$ cat config.mk
export PLATFORM = sky130hd
export DESIGN_NAME = memory_stage
export DESIGN_NICKNAME = d
export VERILOG_FILES = /design/src/rtl/riscv_pkg.sv /design/src/rtl/mw_pipe_reg.sv /design/src/rtl/memory_stage.sv
export SDC_FILE = /design/constraint.sdc
export NUM_CORES = 1
export LEC_CHECK = 0
export BUFFER_PORTS_ARGS = -buffer_cell sky130_fd_sc_hd__buf_2
export CELL_PAD_IN_SITES_DETAIL_PLACEMENT = 2
export CELL_PAD_IN_SITES_GLOBAL_PLACEMENT = 2
export CORE_UTILIZATION = 21
export DETAILED_ROUTE_END_ITERATION = 10
export PLACE_DENSITY_LB_ADDON = 0.1
export SKIP_LAST_GASP = 1
export SLEW_MARGIN = 5
export SYNTH_ARGS = -nofsm -noshare
export SYNTH_HDL_FRONTEND = slang
export SYNTH_SLANG_ARGS = --single-unit
$ cat constraint.sdc
create_clock -name clk -period 1.7 [get_ports clk]
set_clock_uncertainty 0.2 [all_clocks]
set_input_delay 0.085 -clock clk [delete_from_list [all_inputs] [get_ports clk]]
set_output_delay 0.085 -clock clk [all_outputs]
set_load 0.02 [all_outputs]
$ cat src/rtl/riscv_pkg.sv
// Shared RV32 core constants, Memory-stage FSM state type and result-source encoding.
package riscv_pkg;

  localparam int unsigned DATA_W     = 32;
  localparam int unsigned REG_ADDR_W = 5;

  typedef enum logic [0:0] {
    IDLE,
    WAIT
  } mem_state_t;

  localparam logic RES_ALU = 1'b0;
  localparam logic RES_MEM = 1'b1;

  // A slot touches data memory when it is real and is either a load or a store.
  function automatic logic is_mem_op(input logic valid, input logic result_src,
                                     input logic mem_write);
    return valid & ((result_src == RES_MEM) | mem_write);
  endfunction

endpackage

$ cat src/rtl/mw_pipe_reg.sv
// Generic pipeline register with load enable and bubble insertion; bits set in BubbleMask
// are cleared on a bubble while all other bits hold.
module mw_pipe_reg #(
  parameter int unsigned     Width      = 1,
  parameter logic [Width-1:0] BubbleMask = '0
) (
  input  logic             i_clk,
  input  logic             i_rst,
  input  logic             i_en,
  input  logic             i_bubble,
  input  logic [Width-1:0] i_d,
  output logic [Width-1:0] o_q
);

  logic [Width-1:0] r_q;

  always_ff @(posedge i_clk) begin
    if (i_rst) begin
      r_q <= '0;
    end else if (i_bubble) begin
      r_q <= r_q & ~BubbleMask;
    end else if (i_en) begin
      r_q <= i_d;
    end
  end

  assign o_q = r_q;

endmodule

$ cat src/rtl/memory_stage.sv
// RV32 Memory stage: data-memory handshake, pipeline stall and M/W register.
// Optional macro MEM_MISALIGN_CHECK_EN drops misaligned accesses and flags them on misalign_w.
module memory_stage #(
  parameter int unsigned DATA_W     = riscv_pkg::DATA_W,
  parameter int unsigned REG_ADDR_W = riscv_pkg::REG_ADDR_W
) (
  input  logic                  clk,
  input  logic                  rst,
  input  logic                  valid_m,
  input  logic                  RegWriteM,
  input  logic                  ResultSrcM,
  input  logic                  MemWriteM,
  input  logic [DATA_W-1:0]     ALUResultM,
  input  logic [DATA_W-1:0]     WriteDataM,
  input  logic [DATA_W-1:0]     PCPlus4M,
  input  logic [REG_ADDR_W-1:0] RDM,
  output logic                  dmem_req,
  output logic                  dmem_we,
  output logic [DATA_W-1:0]     dmem_addr,
  output logic [DATA_W-1:0]     dmem_wdata,
  input  logic [DATA_W-1:0]     dmem_rdata,
  input  logic                  dmem_ready,
  output logic                  stall_m,
  output logic                  valid_w,
  output logic                  RegWriteW,
  output logic                  ResultSrcW,
  output logic [DATA_W-1:0]     ALUResultW,
  output logic [DATA_W-1:0]     ReadDataW,
  output logic [DATA_W-1:0]     PCPlus4W,
  output logic [REG_ADDR_W-1:0] RDW
`ifdef MEM_MISALIGN_CHECK_EN
  ,
  output logic                  misalign_w
`endif
);

  import riscv_pkg::*;

  localparam int unsigned MwW = 3 + 3 * DATA_W + REG_ADDR_W;
  // valid and RegWrite sit in the top two bits; bubbles clear only those.
  localparam logic [MwW-1:0] MwBubbleMask = {2'b11, {(MwW - 2){1'b0}}};

  mem_state_t r_state, w_state_next;

  logic              w_mem_op;
  logic              w_misalign;
  logic              w_access;
  logic              w_load;
  logic              w_req;
  logic              w_stall;
  logic [DATA_W-1:0] w_read_data;
  logic [MwW-1:0]    w_mw_d;
  logic [MwW-1:0]    w_mw_q;

  assign w_mem_op = is_mem_op(valid_m, ResultSrcM, MemWriteM);

`ifdef MEM_MISALIGN_CHECK_EN
  assign w_misalign = w_mem_op & (ALUResultM[1:0] != 2'b00) & (r_state == IDLE);
`else
  assign w_misalign = 1'b0;
`endif

  assign w_access = w_mem_op & ~w_misalign;
  assign w_load   = valid_m & (ResultSrcM == RES_MEM);

  always_comb begin
    w_state_next = r_state;
    w_req        = 1'b0;
    w_stall      = 1'b0;
    case (r_state)
      IDLE: begin
        w_req   = w_access;
        w_stall = w_access & ~dmem_ready;
        if (w_stall) w_state_next = WAIT;
      end
      WAIT: begin
        w_req   = 1'b1;
        w_stall = ~dmem_ready;
        if (dmem_ready) w_state_next = IDLE;
      end
      default: w_state_next = IDLE;
    endcase
    // Reset abandons any in-flight request immediately.
    if (rst) begin
      w_req   = 1'b0;
      w_stall = 1'b0;
    end
  end

  always_ff @(posedge clk) begin
    if (rst) begin
      r_state <= IDLE;
    end else begin
      r_state <= w_state_next;
    end
  end

  assign dmem_req   = w_req;
  assign dmem_we    = MemWriteM;
  assign dmem_addr  = ALUResultM;
  assign dmem_wdata = WriteDataM;
  assign stall_m    = w_stall;

  assign w_read_data = w_load ? dmem_rdata : '0;
  assign w_mw_d      = {valid_m, RegWriteM & valid_m, ResultSrcM, ALUResultM, w_read_data,
                        PCPlus4M, RDM};

  mw_pipe_reg #(
    .Width      (MwW),
    .BubbleMask (MwBubbleMask)
  ) u_mw_reg (
    .i_clk    (clk),
    .i_rst    (rst),
    .i_en     (~w_stall),
    .i_bubble (w_stall | w_misalign),
    .i_d      (w_mw_d),
    .o_q      (w_mw_q)
  );

  assign {valid_w, RegWriteW, ResultSrcW, ALUResultW, ReadDataW, PCPlus4W, RDW} = w_mw_q;

`ifdef MEM_MISALIGN_CHECK_EN
  logic r_misalign;

  always_ff @(posedge clk) begin
    if (rst) begin
      r_misalign <= 1'b0;
    end else begin
      r_misalign <= w_misalign;
    end
  end

  assign misalign_w = r_misalign;
`endif

endmodule
==> results of run 1 <==
## flip-flops by register name (all words and copies together) (netlist names)
name / count
r_state: 1
u_mw_reg.o_q: 104
## metal layers
layer	up-vias	share of wire, %	track usage [%]
met3	13	5.5	3.143
met4	0	1.5	5.993
met2	183	53	29.12
li1	1706	-	-
met5	-	0	0
met1	1746	40	16.38
## critical path, delay by kind of cell (launching register included)
family / cells / cell delay (ps)
AOI/OAI and AO/OA: 1 / 300
DFF: 1 / 360
buffers and inverters: 3 / 340
## cell type report
| class | count | area [um2] | share of cell area [%] |
|---|---|---|---|
| clock buffer | 11 | 242.7 | 3.699 |
| inverter | 2 | 7.507 | 0.1144 |
| multi-input combinational | 113 | 996.0 | 15.18 |
| sequential | 105 | 2103 | 32.05 |
| clock inverter | 5 | 78.83 | 1.201 |
| tap | 225 | 281.5 | 4.290 |
| timing repair buffer | 398 | 2853 | 43.47 |
## where the power goes
part           switching, uW  internal [uW]  leakage (uW)
combinational            621            569       0.00221
clock                    930           1330      0.000159
sequential              70.4           2600      0.000865
total                   1620           4500       0.00324
## what timing repair did
| action | in CTS | in global routing |
|---|---|---|
| pin swaps | 1 | 3 |
| resized for setup | 1 | 9 |
| gates cloned | 2 | 3 |
| setup endpoints to repair | 1 | 102 |
| setup buffers | 3 | 2 |
| hold endpoints to repair | 137 | 0 |
| hold buffers | 138 | 0 |
## placed cells by master (no fill, tap or decap), drive strengths merged
cell | netlist | layout
clkbuf | 6 | 13
o21ai | 1 | 1
a221oi | 1 | 1
nor2b | 1 | 1
a22o | 102 | 102
or2 | 1 | 1
dlygate4sd3 | 0 | 138
dfxtp | 105 | 105
nor3 | 1 | 1
buf | 80 | 258
and2 | 1 | 1
inv | 2 | 2
clkinv | 0 | 3
bufinv | 0 | 2
a211oi | 2 | 2
nand2 | 1 | 1
a21oi | 1 | 1
and3 | 1 | 1
## worst max-delay path by stage
stage,start,end,slack [ps],depth (start not counted)
2_1_floorplan,r_state$_SDFF_PP0_,u_mw_reg.o_q[81]$_SDFFE_PP0N_,130,4
3_3_place_gp,ResultSrcM,u_mw_reg.o_q[102]$_SDFF_PP0_,120,5
3_5_place_dp,r_state$_SDFF_PP0_,u_mw_reg.o_q[72]$_SDFFE_PP0N_,90,4
4_1_cts,r_state$_SDFF_PP0_,u_mw_reg.o_q[72]$_SDFFE_PP0N_,-70,5
5_1_grt,r_state$_SDFF_PP0_,stall_m,10,4
6_report,r_state$_SDFF_PP0_,stall_m,80,4
## stage by stage
stage	hold WS [ps]	area, um2	instances
after floorplan	-42.24	3722	306
after global placement	-29.86	4706	696
after detailed placement	-29.86	4706	696
after CTS	131.3	6504	855
after global routing	178.8	6563	859
final	175.6	6563	859
## cells by family after synthesis
logic type,count (synthesis),synth area share [%]
and+or+nand+nor,6,0.9078
DFF,105,56.47
AOI/OAI and AO/OA,107,25.51
buffers and inverters,88,17.11
==> flow_metrics.py, run 1 <==
metrics = {
    "timing": {
        "layout_setup_ws_ps": 81.72,
        "relSlewSlack_pct": 76.01,
        "worst-slew-pin-transition_ps": 357.5,
        "period_needed_ps": 1618,
        "finalHoldViolations": 0,
        "finalCritPeriodShare_pct": 95.19,
        "report.final.slew_viol_count": 0,
        "rsz0062_at_grt": "false",
        "setup_violations": 0,
        "max_freq_mhz": 617.9,
        "finalSetupTns_ps": 0,
    },
    "synthesis": {
        "synth_top_cell_by_area": "dfxtp_1",
        "synth.most_common_cell": "dfxtp_1",
        "yosys-top-cells-count": "105 x dfxtp_1, 102 x a22o_1, 65 x buf_4",
        "ys.flop_type": "dfxtp_1",
        "synth_edf_count": 0,
        "synth.avg_cell_area_um2": 12.16,
        "synth_nets": 446,
        "ys_warn_count": 0,
        "async_flop_share_pct": 0,
        "ys_types": 19,
        "synth_seq_area_share_pct": 56.47,
        "synth_area_leaders": "dfxtp_1 56%, a22o_1 24%, buf_4 13%",
        "netlist_area_mm2": 0.003722,
        "syn_inst": 306,
        "synth-seq-cells": 105,
        "synth_top_area_share_pct": 56.47,
    },
    "clock_network": {
        "clkSinkCount": 105,
        "cts_max_path_buffers": 2,
        "worstSkewPairLatency_ps": 340,
        "clk_pin_slew_ps": 60,
        "cts_max_level": 3,
        "cts_buffers": 9,
        "cts_tree": "done",
        "root_buffer": "clkbuf_16",
    },
    "worst_setup_path": {
        "r2r-end": "u_mw_reg.o_q[95]$_SDFFE_PP0N_",
        "start_kind": "flop",
        "path_class": "reg -> out",
        "crit_fanout": 3,
        "max_stage_delay_ps": 360,
        "cpMaxStageDelayCell": "dfxtp_2",
        "worstRegToRegCells": 5,
        "required_ps": 1410,
        "arrival_ps": 1330,
        "crit_path_end_kind": "primary output",
        "crit_chain": "inv_2, a211oi_4, buf_12, buf_4",
        "rrSetupSlack_ps": 130,
        "r2r-start": "r_state$_SDFF_PP0_",
    },
    "grt": {
        "grt_pass1_wl_mm": 21.38,
        "grt_pass1_vias": 3978,
        "antenna_found_initial": 0,
        "overflow": 0,
        "grt_max_degree": 71,
        "grtUsageTotal_pct": 15.32,
    },
    "drt": {
        "drc": 0,
        "vias": 3648,
        "viasPerCell": 4.247,
        "ant_nets": 0,
        "avgRoutedWirePerCell_um": 17.12,
        "drt_iter0_drc": 92,
        "wirelength_mm": 14.71,
        "dr.pass1.iters": 4,
    },
    "place": {
        "post-dp-hpwl_mm": 8.595,
        "pre_cts_ws_ps": 94.47,
        "io_buffers": 246,
        "place_congestion": 0.7035,
    },
    "job": {
        "maxCapViolCount": 0,
    },
    "final_layout": {
        "utilization_pct": 37.94,
        "diodes": 0,
        "layout-drive-gt1-share_pct": 44.32,
        "nNetsFinal": 769,
        "area_delta_synth_final_pct": 76.30,
        "fillers": 1838,
    },
    "status": {
        "status": "finished, final reports clean",
    },
    "worst_hold_path": {
        "hp-class": "in -> reg",
        "hold_start": "ResultSrcM",
        "holdPathEnd": "u_mw_reg.o_q[48]$_SDFFE_PP0N_",
        "min_path_cells": 5,
    },
    "pwr": {
        "ir_worst_vdd_mv": 0.4367,
        "p_per_area_mw_per_mm2": 932.8,
        "power.total_uw": 6121,
        "leakagePower_uw": 0.003236,
    },
    "floorplan": {
        "initial_core_util_pct": 21.52,
        "boundaryPins": 311,
        "die_h_um": 135.1,
        "die_area_mm2": 0.01826,
        "fp.coreArea_mm2": 0.01730,
        "row_count": 48,
        "die_w_um": 135.1,
    },
}
Note: power is estimated with default switching activity, not from simulation.
==> run 2: changes to the inputs <==
- CORE_UTILIZATION: 21 -> 24
- SYNTH_HIERARCHICAL: not set -> 1
==> run 2 against run 1 <==
Against the previous run:
- cell count increased by 34%
- register-to-register slack got worse by 80 ps
- core utilization is 0.72 points lower
- global-route usage up 2.3 points
==> flow_metrics.py, run 2 <==
metrics = {
    "grt": {
        "grt_max_degree": 173,
        "grtUsageTotal_pct": 17.65,
        "grt_pass1_wl_mm": 32.69,
        "antenna_found_initial": 1,
        "overflow": 0,
        "grt_pass1_vias": 5964,
    },
    "timing": {
        "setup_violations": 0,
        "worst-slew-pin-transition_ps": 598.5,
        "period_needed_ps": 1665,
        "relSlewSlack_pct": 60.10,
        "max_freq_mhz": 600.8,
        "rsz0062_at_grt": "true",
        "finalHoldViolations": 0,
        "report.final.slew_viol_count": 0,
        "finalCritPeriodShare_pct": 97.91,
    },
    "clock_network": {
        "clk_pin_slew_ps": 70,
        "cts_buffers": 9,
        "root_buffer": "clkbuf_16",
        "cts_max_path_buffers": 2,
        "clkSinkCount": 105,
        "cts_tree": "done",
        "worstSkewPairLatency_ps": 350,
        "cts_max_level": 3,
    },
    "job": {
        "maxCapViolCount": 0,
    },
    "synthesis": {
        "syn_inst": 582,
        "synth.most_common_cell": "dfxtp_1",
        "synth_edf_count": 0,
        "async_flop_share_pct": 0,
        "ys_types": 20,
        "ys_warn_count": 6,
        "synth_seq_area_share_pct": 38.44,
        "synth_nets": 722,
        "yosys-top-cells-count": "105 x dfxtp_1, 102 x nand2b_1, 102 x nand4bb_1, 102 x o21ai_1, 67 x buf_4",
        "synth-seq-cells": 105,
        "netlist_area_mm2": 0.005469,
        "synth_top_cell_by_area": "dfxtp_1",
        "ys.flop_type": "dfxtp_1",
        "synth_top_area_share_pct": 38.44,
        "synth_area_leaders": "dfxtp_1 38%, nand4bb_1 21%, nand2b_1 12%",
        "synth.avg_cell_area_um2": 9.397,
    },
    "worst_hold_path": {
        "min_path_cells": 4,
        "hp-class": "in -> reg",
        "holdPathEnd": "u_mw_reg/o_q[101]$_SDFFE_PP0P_",
        "hold_start": "ResultSrcM",
    },
    "drt": {
        "drc": 0,
        "dr.pass1.iters": 6,
        "drt_iter0_drc": 185,
        "wirelength_mm": 20.73,
        "viasPerCell": 4.712,
        "vias": 5419,
        "ant_nets": 0,
        "avgRoutedWirePerCell_um": 18.03,
    },
    "worst_setup_path": {
        "crit_chain": "dlygate4sd3_1, buf_2, a211oi_4, buf_6, buf_16, nand4bb_1, o21ai_1",
        "crit_fanout": 44,
        "cpMaxStageDelayCell": "dlygate4sd3_1",
        "worstRegToRegCells": 6,
        "rrSetupSlack_ps": 50,
        "max_stage_delay_ps": 540,
        "r2r-start": "r_state$_SDFF_PP0_",
        "crit_path_end_kind": "flop",
        "required_ps": 1730,
        "path_class": "in -> reg",
        "r2r-end": "u_mw_reg/o_q[79]$_SDFFE_PP0P_",
        "arrival_ps": 1700,
        "start_kind": "input port",
    },
    "pwr": {
        "ir_worst_vdd_mv": 0.3896,
        "leakagePower_uw": 0.003494,
        "p_per_area_mw_per_mm2": 814.4,
    },
    "place": {
        "post-dp-hpwl_mm": 12.34,
        "placed_area_mm2": 0.006447,
        "io_buffers": 246,
        "place_congestion": 0.7110,
    },
    "floorplan": {
        "fp.coreArea_mm2": 0.02209,
        "die_w_um": 153.0,
        "die_area_mm2": 0.02340,
        "initial_core_util_pct": 24.75,
        "row_count": 54,
        "boundaryPins": 311,
        "die_h_um": 153.0,
    },
    "final_layout": {
        "nNetsFinal": 1004,
        "layout_common_cells": "245 x buf_2, 136 x dlygate4sd3_1, 104 x dfxtp_1",
        "fillers": 2436,
        "area_delta_synth_final_pct": 50.35,
        "utilization_pct": 37.22,
        "largest_register_ffs": 104,
        "layout-drive-gt1-share_pct": 33.03,
        "final_common_cell": "buf_2",
        "seq_area_mm2": 0.002103,
        "final_area_mm2": 0.008223,
        "multi_input_area_mm2": 0.002610,
    },
    "status": {
        "status": "finished, final reports clean",
    },
}
run 2: per-stage QoR:
step | hold slack, ps | setup TNS, ps | std cells | power [uW] | setup WS [ps]
after floorplan | -42.24 | 0 | 582 | 3625 | 28.95
after global placement | -29.86 | -1.028 | 994 | 3930 | -1.028
after detailed placement | -29.86 | -1749 | 994 | 3965 | -82.80
after CTS | 103.1 | -388.3 | 1150 | 6809 | -24.42
after global routing | 139.8 | -106.5 | 1149 | 7027 | -21.20
final | 110.6 | 0 | 1150 | 6696 | 35.47
run 2: power breakdown:
group / total, uW / internal [uW] / switching [uW]
sequential: 2690 / 2610 / 80.8
clock: 2470 / 1470 / 994
combinational: 1530 / 702 / 831
total: 6700 / 4790 / 1910
run 2: routing by layer:
metal / track usage (%) / up-vias / wire length [um]
li1: - / 2554 / -
met1: 20.19 / 2639 / 8707
met2: 31.94 / 203 / 10410
met3: 4.310 / 23 / 1273
met4: 5.916 / 0 / 342
met5: 0 / - / 0
run 2: layout make-up:
class / instances / area share [%]
Timing Repair Buffer: 398 / 34.16
Multi-Input combinational cell: 349 / 31.74
Sequential cell: 105 / 25.58
Tap cell: 280 / 4.260
Clock buffer: 10 / 2.906
Clock inverter: 6 / 1.278
Inverter: 1 / 0.04565
Antenna cell: 1 / 0.03043
run 2: how the worst max path moves through the flow:
stage | start | endpoint
4_1_cts | r_state$_SDFF_PP0_ | stall_m
3_3_place_gp | r_state$_SDFF_PP0_ | u_mw_reg/o_q[17]$_SDFFE_PP0P_
3_5_place_dp | r_state$_SDFF_PP0_ | u_mw_reg/o_q[10]$_SDFFE_PP0P_
2_1_floorplan | r_state$_SDFF_PP0_ | u_mw_reg/o_q[31]$_SDFFE_PP0P_
5_1_grt | r_state$_SDFF_PP0_ | u_mw_reg/o_q[79]$_SDFFE_PP0P_
6_report | dmem_ready | u_mw_reg/o_q[79]$_SDFFE_PP0P_
run 2: logic make-up after synthesis:
group	Yosys count	share of synthesized area, %
buffers and inverters	128	14.32
muxes	2	0.3661
AOI/OAI and AO/OA	107	10.02
DFF	105	38.44
and+or+nand+nor	240	36.86
run 2: worst max-delay path: cells and delay by family:
kind	cells	cell delay [ps]
AO/OA/AOI/OAI	2	340
buffers and inverters	4	1080
AND/OR/NAND/NOR	1	160
run 2: repair_timing:
| item | 4_1_cts | 5_1_grt |
|---|---|---|
| gates cloned | 1 | 0 |
| hold buffers | 136 | 0 |
| endpoints found under the hold margin | 135 | 0 |
| setup endpoints to repair | 51 | 98 |
| pin swaps | 1 | 1 |
| gates resized for setup | 6 | 3 |
| buffers inserted | 3 | 0 |
